[src/rtl/alu_pkg.sv]
`default_nettype none
// ============================================================================
// | Module   : alu_pkg                                                       |
// | Purpose  : Shared definitions for the ALU operand sequencer: opcode      |
// |            values, default widths, FSM state encoding and the field      |
// |            positions inside the packed ALU result word.                  |
// | Ports    : none (package)                                                |
// | Revision : 1.0 - initial release                                         |
// ============================================================================
package alu_pkg;

    // Default widths of the ALU interface
    localparam int DATA_W = 4;
    localparam int OP_W   = 3;
    localparam int RES_W  = 8;

    // ALU opcodes
    localparam logic [2:0] OP_ADD = 3'd0;
    localparam logic [2:0] OP_SUB = 3'd1;
    localparam logic [2:0] OP_MUL = 3'd2;
    localparam logic [2:0] OP_DIV = 3'd3;
    localparam logic [2:0] OP_AND = 3'd4;
    localparam logic [2:0] OP_OR  = 3'd5;
    localparam logic [2:0] OP_NOT = 3'd6;
    localparam logic [2:0] OP_XOR = 3'd7;

    // Sequencer FSM encoding
    localparam int         ST_W     = 2;
    localparam logic [1:0] ST_IDLE  = 2'd0;
    localparam logic [1:0] ST_ISSUE = 2'd1;
    localparam logic [1:0] ST_HOLD  = 2'd2;

    // Flag positions in the packed result {Zero, Carry, res[5:0]}
    localparam int ZERO_BIT  = 7;
    localparam int CARRY_BIT = 6;

endpackage : alu_pkg
`default_nettype wire

[src/rtl/alu_operand_sequencer.sv]
`default_nettype none
// ============================================================================
// | Module   : alu_operand_sequencer                                         |
// | Purpose  : Issue stage for the combinational 4-bit ALU. Accepts          |
// |            {A,B,opcode} over valid/ready, drives the registered operand  |
// |            bus for SETTLE_CYC cycles, captures the packed ALU word and   |
// |            offers it downstream over valid/ready. Chained commands take  |
// |            A from the low nibble of the previous result.                 |
// | Config   : ALU_SEQ_OPCNT_EN - build the completed-transaction counter;   |
// |            when undefined op_count is tied to 8'h00.                     |
// | Ports    : clk, rst (async, active high), ena (global freeze)            |
// |            in_valid/in_ready/in_a/in_b/in_op/in_chain : command input    |
// |            alu_a/alu_b/alu_op -> ALU, alu_result <- ALU                   |
// |            out_valid/out_ready/out_result/out_div0  : result output      |
// |            busy (state != IDLE), op_count (completed transactions)       |
// | Revision : 1.0 - initial release                                         |
// ============================================================================
module alu_operand_sequencer #(
    parameter int DATA_W     = 4,
    parameter int OP_W       = 3,
    parameter int RES_W      = 8,
    parameter int SETTLE_CYC = 1
) (
    input  logic              clk,
    input  logic              rst,
    input  logic              ena,
    input  logic              in_valid,
    output logic              in_ready,
    input  logic [DATA_W-1:0] in_a,
    input  logic [DATA_W-1:0] in_b,
    input  logic [OP_W-1:0]   in_op,
    input  logic              in_chain,
    output logic [DATA_W-1:0] alu_a,
    output logic [DATA_W-1:0] alu_b,
    output logic [OP_W-1:0]   alu_op,
    input  logic [RES_W-1:0]  alu_result,
    output logic              out_valid,
    input  logic              out_ready,
    output logic [RES_W-1:0]  out_result,
    output logic              out_div0,
    output logic              busy,
    output logic [7:0]        op_count
);

    import alu_pkg::*;

    // Settle counter runs 0 .. SETTLE_CYC-1 while in ISSUE
    localparam int              CNT_W      = (SETTLE_CYC > 1) ? $clog2(SETTLE_CYC) : 1;
    localparam logic [CNT_W-1:0] c_cnt_last = CNT_W'(SETTLE_CYC - 1);

    logic [ST_W-1:0]   r_state;
    logic [ST_W-1:0]   w_next_state;
    logic [CNT_W-1:0]  r_cnt;
    logic [DATA_W-1:0] r_alu_a;
    logic [DATA_W-1:0] r_alu_b;
    logic [OP_W-1:0]   r_alu_op;
    logic              r_div0_pend;
    logic [DATA_W-1:0] r_last_a;      // low nibble of last captured result
    logic              r_out_valid;
    logic [RES_W-1:0]  r_out_result;
    logic              r_out_div0;

    logic              w_in_ready;
    logic              w_accept;
    logic              w_capture;
    logic              w_retire;
    logic              w_settle_done;
    logic [DATA_W-1:0] w_a_sel;
    logic              w_div0;

    assign w_settle_done = (r_cnt == c_cnt_last);
    assign w_a_sel       = in_chain ? r_last_a : in_a;
    assign w_div0        = (in_op == OP_W'(OP_DIV)) && (in_b == '0);

    // Next-state and handshake decode. Every event is qualified by ena so
    // that a frozen sequencer neither accepts nor retires anything.
    always_comb begin
        w_next_state = r_state;
        w_in_ready   = 1'b0;
        w_capture    = 1'b0;
        w_retire     = 1'b0;
        case (r_state)
            ST_IDLE: begin
                w_in_ready = ena;
                if (ena && in_valid) begin
                    w_next_state = ST_ISSUE;
                end
            end
            ST_ISSUE: begin
                if (ena && w_settle_done) begin
                    w_capture    = 1'b1;
                    w_next_state = ST_HOLD;
                end
            end
            ST_HOLD: begin
                // Retiring the held result frees the operand bus on the
                // same edge, so a waiting command is taken with no bubble.
                w_in_ready = ena & out_ready;
                if (ena && out_ready) begin
                    w_retire     = 1'b1;
                    w_next_state = in_valid ? ST_ISSUE : ST_IDLE;
                end
            end
            default: begin
                w_next_state = ST_IDLE;
            end
        endcase
    end

    assign w_accept = w_in_ready & in_valid;

    always_ff @(posedge clk or posedge rst) begin
        if (rst) begin
            r_state      <= ST_IDLE;
            r_cnt        <= '0;
            r_alu_a      <= '0;
            r_alu_b      <= '0;
            r_alu_op     <= '0;
            r_div0_pend  <= 1'b0;
            r_last_a     <= '0;
            r_out_valid  <= 1'b0;
            r_out_result <= '0;
            r_out_div0   <= 1'b0;
        end else if (ena) begin
            r_state <= w_next_state;

            if (w_accept) begin
                r_alu_a     <= w_a_sel;
                r_alu_b     <= in_b;
                r_alu_op    <= in_op;
                r_div0_pend <= w_div0;
                r_cnt       <= '0;
            end else if (r_state == ST_ISSUE && !w_settle_done) begin
                r_cnt <= r_cnt + 1'b1;
            end

            if (w_capture) begin
                r_out_result <= alu_result;
                r_last_a     <= alu_result[DATA_W-1:0];
                r_out_div0   <= r_div0_pend;
                r_out_valid  <= 1'b1;
            end else if (w_retire) begin
                r_out_valid  <= 1'b0;
            end
        end
    end

`ifdef ALU_SEQ_OPCNT_EN
    logic [7:0] r_op_count;

    always_ff @(posedge clk or posedge rst) begin
        if (rst) begin
            r_op_count <= 8'h00;
        end else if (ena && r_out_valid && out_ready) begin
            r_op_count <= r_op_count + 8'd1;
        end
    end

    assign op_count = r_op_count;
`else
    assign op_count = 8'h00;
`endif

    assign in_ready   = w_in_ready;
    assign alu_a      = r_alu_a;
    assign alu_b      = r_alu_b;
    assign alu_op     = r_alu_op;
    assign out_valid  = r_out_valid;
    assign out_result = r_out_result;
    assign out_div0   = r_out_div0;
    assign busy       = (r_state != ST_IDLE);

endmodule : alu_operand_sequencer
`default_nettype wire

[config.mk]
export PLATFORM = sky130hd
export DESIGN_NAME = alu_operand_sequencer
export DESIGN_NICKNAME = d
export VERILOG_FILES = /design/src/rtl/alu_pkg.sv /design/src/rtl/alu_operand_sequencer.sv
export SDC_FILE = /design/constraint.sdc
export NUM_CORES = 1
export LEC_CHECK = 0
export BUFFER_PORTS_ARGS = -buffer_cell sky130_fd_sc_hd__buf_4
export CAP_MARGIN = 25
export CORE_UTILIZATION = 48
export CTS_CLUSTER_DIAMETER = 50
export CTS_CLUSTER_SIZE = 20
export DETAILED_ROUTE_END_ITERATION = 8
export GPL_TIMING_DRIVEN = 0
export PLACE_DENSITY = 0.83
export SLEW_MARGIN = 10
export SYNTH_ARGS = -nofsm -noshare
export SYNTH_HDL_FRONTEND = slang
export SYNTH_SLANG_ARGS = --single-unit
[constraint.sdc]
create_clock -name clk -period 2.65 [get_ports clk]
set_input_delay 0.3975 -clock clk [delete_from_list [all_inputs] [get_ports clk]]
set_output_delay 0.3975 -clock clk [all_outputs]
set_load 0.005 [all_outputs]
After elaboration in Yosys (flattened, before gate mapping)
Cells that the tools add are included.

$mul: 0. Shift-type cells: 0. Bitwise logic cells: 3. Muxes and demuxes: 15. Reduce and logical (&&, ||, !) cells: 15. Div/mod/pow operators: 0. $lt $le $gt $ge: 0. Equality and inequality tests: 6. Add/subtract/negate cells: 1.

Operators with widths (number): $mux W1 (9); $reduce_and A2 Y1 (4); $mux W2 (3); $ne A2 B2 Y1 const B (3); $pmux W2 S3 (1); $reduce_bool A2 Y1 (3); $logic_and A1 B1 Y1 (5); $logic_not A4 Y1 (1); $mux W4 (1); $reduce_and A4 Y1 (1); $eq A3 B2 Y1 const B (1); $and A1 B1 Y1 (2); $eq A2 B1 Y1 const B (1); $eq A2 B2 Y1 const B (1); $logic_not A2 Y1 (1); $pmux W1 S2 (1); $add A1 B1 Y1 const B (1); $not A1 Y1 (1).

Logic and storage cells: 50. Flip-flop bits (word level): 29. Latch bits: 0. Bits in read-only memories: 0. RAM bits: 0. Memories kept: 0.

Depth between registers and ports, before layout
Gate-level depths: netlist (run 1).

Depth in word-level cells: 6. Mapped depth: 4. Depth with buffers taken out: 3.

Least setup slack after synthesis (run 1)
No wires, ideal clock.

Path kind: reg-to-reg. From: reg r_state[1]. To: reg r_alu_a[0] (netlist: alu_a[0]). Library setup time: 125 ps. Setup slack: 1296 ps. Arrival time: 1229 ps. Cell stages (with the launch flop): 5. Clock period less this slack: 1354 ps. Cells stage by stage: dfrtp_1 -> nor2b_4 -> nand4bb_4 -> buf_6 -> mux2_4.

Cells in the longest elaborated chain, start to end: 4. Elaborated cells between the ends (all ways): 5.

RTL lines: start: declaration (RTL line alu_operand_sequencer.sv:51) `logic [ST_W-1:0] r_state;`; start signal: assignment (RTL line alu_operand_sequencer.sv:125) `r_state <= w_next_state;`; $eq A2 B2 Y1 or $logic_not A2 Y1 (tied branches) (RTL line alu_operand_sequencer.sv:82) `case (r_state)`; $pmux W1 S2 (*) (RTL line alu_operand_sequencer.sv:82); $and A1 B1 Y1 (*) (RTL line alu_operand_sequencer.sv:110) `assign w_accept = w_in_ready & in_valid;`; $reduce_and A2 Y1 (no line) (*); end signal: assignment (RTL line alu_operand_sequencer.sv:128) `r_alu_a <= w_a_sel;`; end: declaration (RTL line alu_operand_sequencer.sv:54) `logic [DATA_W-1:0] r_alu_a;`.

Every way passes the cells marked *; elsewhere a longest branch is shown, timed or not. A chain may end at the register's enable or synchronous reset.

Final worst setup path (run 1)
From: reg r_state[1]. To: out in_ready.

Cells in the longest elaborated chain, start to end: 2. Elaborated cells between the ends (all ways): 3.

RTL lines: $eq A2 B2 Y1 or $logic_not A2 Y1 (tied branches) (RTL line alu_operand_sequencer.sv:82); $pmux W1 S2 (*) (RTL line alu_operand_sequencer.sv:82); end: declaration (RTL line alu_operand_sequencer.sv:28) `output logic in_ready,`.

Marked as above.

==> impl_metrics.yaml, run 1 <==
detailed_routing:
  ant_nets: 0
  num_vias: 800
  drt_iter0_markers: 6
  vias_per_cell: 4.73
  wl_per_cell_um: 12.9
  first_pass_iters: 4
  drt-total-wl_um: 2180
  drc: 0
floorplan:
  die_h_um: 51.4
  initial_core_util_pct: 51.9
  io_pins: 56
  die-area_um2: 2640
  die_x_um: 51.4
  rows: 17
  core_um2: 2250
logic_synthesis:
  yosysWarnings: 0
  synth.ff_latch_count: 25
  syn_area_per_cell_um2: 14.4
  postSynthCellCount: 81
  synthesis.area_um2: 1170
  synth_edf_count: 0
  ys_seq_area_share_pct: 53.5
  synth-main-ff-cell: "dfrtp_1"
  ys_async_sr_fraction_pct: 100
  synthDistinctLibCells: 24
clock_network:
  cts_tree: "built"
  clk_pin_slew_ns: 0.13
  post-cts-setup-buffer-count: 0
  clock_sinks: 25
  cts_made_buffers: 3
  cts-resized-gates: 0
  ctsLongestPathBuffers: 2
  worstSkewPairLatency_ns: 0.31
  htree_num_levels: 1
  root_buffer: "clkbuf_4"
  cts_hold_buf: 0
timing:
  finalHoldViolations: 0
  finalClockSkew_ns: 0.00163
  period_minus_slack_ns: 1.75
  finalCritPeriodShare_pct: 66.2
  finalMaxSlewViolations: 0
  max_freq_ghz: 0.570
  fin_setup_tns_ns: 0
  setup_violations: 0
  rsz0062_at_grt: "false"
finish:
  layout-drive-gt1-share_pct: 63.1
  antenna_cells: 0
  final_net_count: 167
  syn_to_final_growth_pct: 40.9
  design_area_um2: 1650
  fin_util_pct: 73.1
critical_path:
  crit_fanout: 7
  crit_buf_inv: 1
  worstSetupEndpointType: "output pin"
  worst_ep_arrival_time_ns: 1.36
  worstPathRequired_ns: 2.25
  crit_family: "flip-flops"
  startpoint_type: "flip-flop"
  crit_path_top_delay_cell: "dfrtp_1"
  crit_chain: "nor2b_4 -> nor3b_1 -> buf_4"
  criticalPathCategory: "flip-flop to output pin"
  max_stage_delay_ns: 0.46
place:
  gp_congestion: 0.713
  dp_hpwl_um: 1670
  io_buffers: 47
  place_area_um2: 1580
global_routing:
  grt_usage_pct: 17.8
  antenna_found_initial: 0
  overflow: 0
  first_global_vias: 755
  grt_max_degree: 26
  grt_first_pass_wirelength_um: 3460
power_and_ir_drop:
  p_leak_uw: 0.000845
  powerDensity_nw_per_um2: 788
  ir_worst_vdd_mv: 0.588
run_status:
  status: "complete, no violations"
worst_hold_path:
  holdCritPathClass: "input port to flip-flop"
job:
  cap_violations: 0
-- state kept, by name, indices dropped and copies added (netlist names) --
signal / count
alu_a: 4
r_last_a: 3
r_div0_pend: 1
alu_op: 3
r_cnt: 1
out_result: 5
out_div0: 1
alu_b: 4
r_state: 2
out_valid: 1
-- logic make-up (layout without fill, tap and decap cells) --
logic type / count (synthesis) / after routing / share of synthesized area, %
flops: 25 / 25 / 53.5
compound gates: 6 / 6 / 3.21
mux: 25 / 25 / 27.0
other cells: 1 / 8 / 0.321
simple gates: 12 / 12 / 8.98
buf+inv: 12 / 65 / 7.06
-- stage by stage --
| step | hold slack (ns) | power (uW) | cells | setup WS, ns |
|---|---|---|---|---|
| 2_1_floorplan | 0.425 | 850 | 88 | 1.30 |
| 3_3_place_gp | 0.491 | 1120 | 163 | 1.20 |
| 3_5_place_dp | 0.494 | 1140 | 163 | 1.18 |
| 4_1_cts | 0.293 | 1300 | 167 | 0.892 |
| 5_1_grt | 0.289 | 1390 | 169 | 0.824 |
| 6_report | 0.306 | 1300 | 169 | 0.896 |
-- final timing paths --
check / start / depth (start not counted) / end / slack, ns
max: r_state[1] / 3 / in_ready / 0.90
min: alu_result[5] / 2 / out_result[5] / 0.31
max reg2reg: r_state[1] / 3 / out_result[3] / 1.16
min reg2reg: alu_a[3] / 1 / alu_a[3] / 0.52
max in group asynchronous: rst / 4 / r_state[0] / 1.78
min in group asynchronous: rst / 3 / out_result[4] / 0.52
-- where the power goes --
part | internal (uW) | switching (uW) | leakage, uW
Clock | 58.8 | 108 | 0.0000150
Sequential | 520 | 90.7 | 0.000305
Combinational | 367 | 153 | 0.000525
Total | 946 | 352 | 0.000845
-- placed cells by master, fill, tap and decap left out, types with 2 or more instances in the layout --
cell type  Yosys  routed
conb_1         1       8
o21ai_0        2       2
clkbuf_4       0       3
dfrtp_1       25      25
mux2_2        16      16
buf_4          8      55
mux2_4         9       9
inv_1          3       3
-- routing by layer --
layer | routed length, um | global-route usage, % | up-vias
met4 | 15 | 4.05 | 0
met3 | 128 | 3.57 | 2
met1 | 919 | 23.5 | 374
met2 | 1110 | 30.1 | 35
li1 | - | - | 389
met5 | 0 | 0 | -
-- synth_stat cells, types with 2 or more instances --
master | n | area, um^2
mux2_2 | 16 | 180
dfrtp_1 | 25 | 626
inv_1 | 3 | 11.3
mux2_4 | 9 | 135
o21ai_0 | 2 | 10.0
buf_4 | 8 | 60.1
-- worst reg2reg max path, stage by stage (launching register included) --
cell and delay [ns]:
dfrtp_1 0.46, nand3b_1 0.26, nor2_4 0.29, mux2_2 0.38
-- cell type report --
cell class / instances / area [um^2]
Buffer: 9 / 71.3
Clock buffer: 4 / 26.3
Fill cell: 145 / 607
Inverter: 3 / 11.3
Multi-Input combinational cell: 51 / 488
Sequential cell: 25 / 626
Tap cell: 28 / 35.0
Timing Repair Buffer: 49 / 390
(Power assumes the default switching activity.)
==> run 2, diff against run 1 <==
--- a/config.mk
+++ b/config.mk
@@ -7,12 +7,12 @@
 export LEC_CHECK = 0
 export BUFFER_PORTS_ARGS = -buffer_cell sky130_fd_sc_hd__buf_4
 export CAP_MARGIN = 25
-export CORE_UTILIZATION = 48
+export CORE_UTILIZATION = 41
 export CTS_CLUSTER_DIAMETER = 50
 export CTS_CLUSTER_SIZE = 20
 export DETAILED_ROUTE_END_ITERATION = 8
 export GPL_TIMING_DRIVEN = 0
-export PLACE_DENSITY = 0.83
+export PLACE_DENSITY = 0.75
 export SLEW_MARGIN = 10
 export SYNTH_ARGS = -nofsm -noshare
 export SYNTH_HDL_FRONTEND = slang
==> constraint.sdc (replaced) <==
create_clock -name clk -period 1.4 [get_ports clk]
set_input_delay 0.21 -clock clk [delete_from_list [all_inputs] [get_ports clk]]
set_output_delay 0.21 -clock clk [all_outputs]
set_load 0.005 [all_outputs]
==> run 2 against run 1 <==
First-iteration DRC count grew 67%. The flow now finishes with violations (setup timing). Global-route usage is 2.4 points lower. Routed wire length up 15%. Largest cell class unchanged. Design area rose by 9.7%.
==> impl_metrics.yaml, run 2 (synthesis results as in run 1) <==
floorplan:
  core_um2: 2730
  die_h_um: 55.4
  io_pins: 56
  rows: 19
  die-area_um2: 3070
  die_x_um: 55.4
  initial_core_util_pct: 42.8
timing:
  finalCritPeriodShare_pct: 104
  period_minus_slack_ns: 1.45
  setup_violations: 21
  finalClockSkew_ns: 0.00848
  max_freq_ghz: 0.689
  finalMaxSlewViolations: 0
  rsz0062_at_grt: "true"
  setup_ws_ns: -0.0510
  finalHoldViolations: 0
run_status:
  status: "complete, but fails checks"
  violations: "setup timing"
critical_path:
  crit_path_top_delay_cell: "dfrtp_1"
  startpoint_type: "flip-flop"
  worstPathRequired_ns: 1.62
  worstSetupEndpointType: "flip-flop"
  worst_ep_arrival_time_ns: 1.67
  crit_chain: "nand3b_1 -> nor2_4 -> clkbuf_16 -> mux2_4"
  criticalPathCategory: "flip-flop to flip-flop"
  max_stage_delay_ns: 0.44
  crit_fanout: 5
  reg2reg_from: "r_state[1]"
  cp-startpoint: "r_state[1]"
global_routing:
  use_met1_pct: 17.5
  grtUsageMet3_pct: 5.39
  antenna_found_initial: 0
  first_global_vias: 853
  grt_max_degree: 26
  grt_first_pass_wirelength_um: 3660
  overflow: 0
  grt_usage_pct: 15.4
  grt_busiest_layer: "met2"
  grt_use_met2_pct: 27.4
detailed_routing:
  drt_iter0_markers: 10
  first_pass_iters: 4
  drc: 0
  drt-total-wl_um: 2490
  ant_nets: 0
  vias_per_cell: 4.80
  wl_per_cell_um: 13.9
  num_vias: 864
finish:
  fin_util_pct: 66.1
  largest_register_ffs: 5
  layout-drive-gt1-share_pct: 66.4
  design_area_um2: 1810
  syn_to_final_growth_pct: 54.5
  antenna_cells: 0
  layout_commonest_cell: "buf_4"
  final_net_count: 175
  final_cell_mix: "buf_4, dfrtp_1, mux2_4"
power_and_ir_drop:
  total_power_uw: 2650
  ir_worst_vdd_mv: 1.25
  p_leak_uw: 0.000935
  powerDensity_nw_per_um2: 1460
clock_network:
  worstSkewPairLatency_ns: 0.32
  cts_tree: "built"
  htree_num_levels: 1
  cts_made_buffers: 3
  clock_sinks: 25
  clk_pin_slew_ns: 0.14
  root_buffer: "clkbuf_4"
  ctsLongestPathBuffers: 2
place:
  place_ws_ns: -0.0834
  place_area_um2: 1590
  io_buffers: 47
  gp_congestion: 0.692
  dp_hpwl_um: 1630
worst_hold_path:
  min_from: "in_op[0]"
  holdCritPathClass: "input port to flip-flop"
job:
  cap_violations: 0
-- run 2: changes by cell type in the layout (fill, tap and decap cells not counted), moves of 2 or more --
cell,before,now
buf_12,0,2
clkbuf_16,0,2
mux2_4,9,18
buf_4,55,60
mux2_2,16,7
-- run 2: cell type report --
| cell class | instances | area (um^2) |
|---|---|---|
| fillers | 205 | 926 |
| flip-flops and latches | 25 | 627 |
| multi-input cells | 51 | 527 |
| repair buffers | 57 | 498 |
| plain buffers | 9 | 80.1 |
| well taps | 31 | 38.8 |
| clock buffers | 4 | 26.3 |
| inverters | 3 | 11.3 |
-- run 2: final timing paths --
path | end | slack [ns] | cells after the start
max reg2reg | r_last_a[2] | -0.05 | 4
min | alu_op[0] | 0.11 | 2
max | r_last_a[2] | -0.05 | 4
min in group asynchronous | out_result[7] | 0.34 | 3
max in group asynchronous | r_state[0] | 0.69 | 4
min reg2reg | alu_b[2] | 0.53 | 1
-- run 2: routing by layer --
layer	part of all wire [%]	vias up
met5	0	-
met4	2.6	0
met3	5.7	7
met2	51	35
met1	40	417
li1	-	405
-- run 2: worst max-delay path, delay by kind of cell, from the launching register on --
kind | cells | cell delay (ns)
buffers and inverters | 1 | 0.18
DFF | 1 | 0.44
muxes | 1 | 0.29
and+or+nand+nor | 2 | 0.45
-- run 2: metrics by stage --
step	std cells	hold WS, ns	TNS (ns)
3_3_place_gp	166	0.442	-0.446
5_1_grt	180	0.0863	-1.56
4_1_cts	172	0.100	-0.502
6_report	180	0.113	-0.609
2_1_floorplan	88	0.237	0
3_5_place_dp	166	0.449	-1.01
-- run 2: what timing repair did --
item / in CTS / in global routing
resized for setup: 3 / 10
gates cloned: 0 / 2
hold endpoints to repair: 0 / 2
endpoints found under the setup margin: 20 / 20
pin swaps: 1 / 2
hold buffers: 0 / 1
buffers inserted: 2 / 4
-- run 2: power breakdown --
part | switching [uW] | total [uW] | internal [uW]
combinational | 321 | 1150 | 826
sequential | 187 | 1170 | 985
clock | 217 | 328 | 112
total | 725 | 2650 | 1920
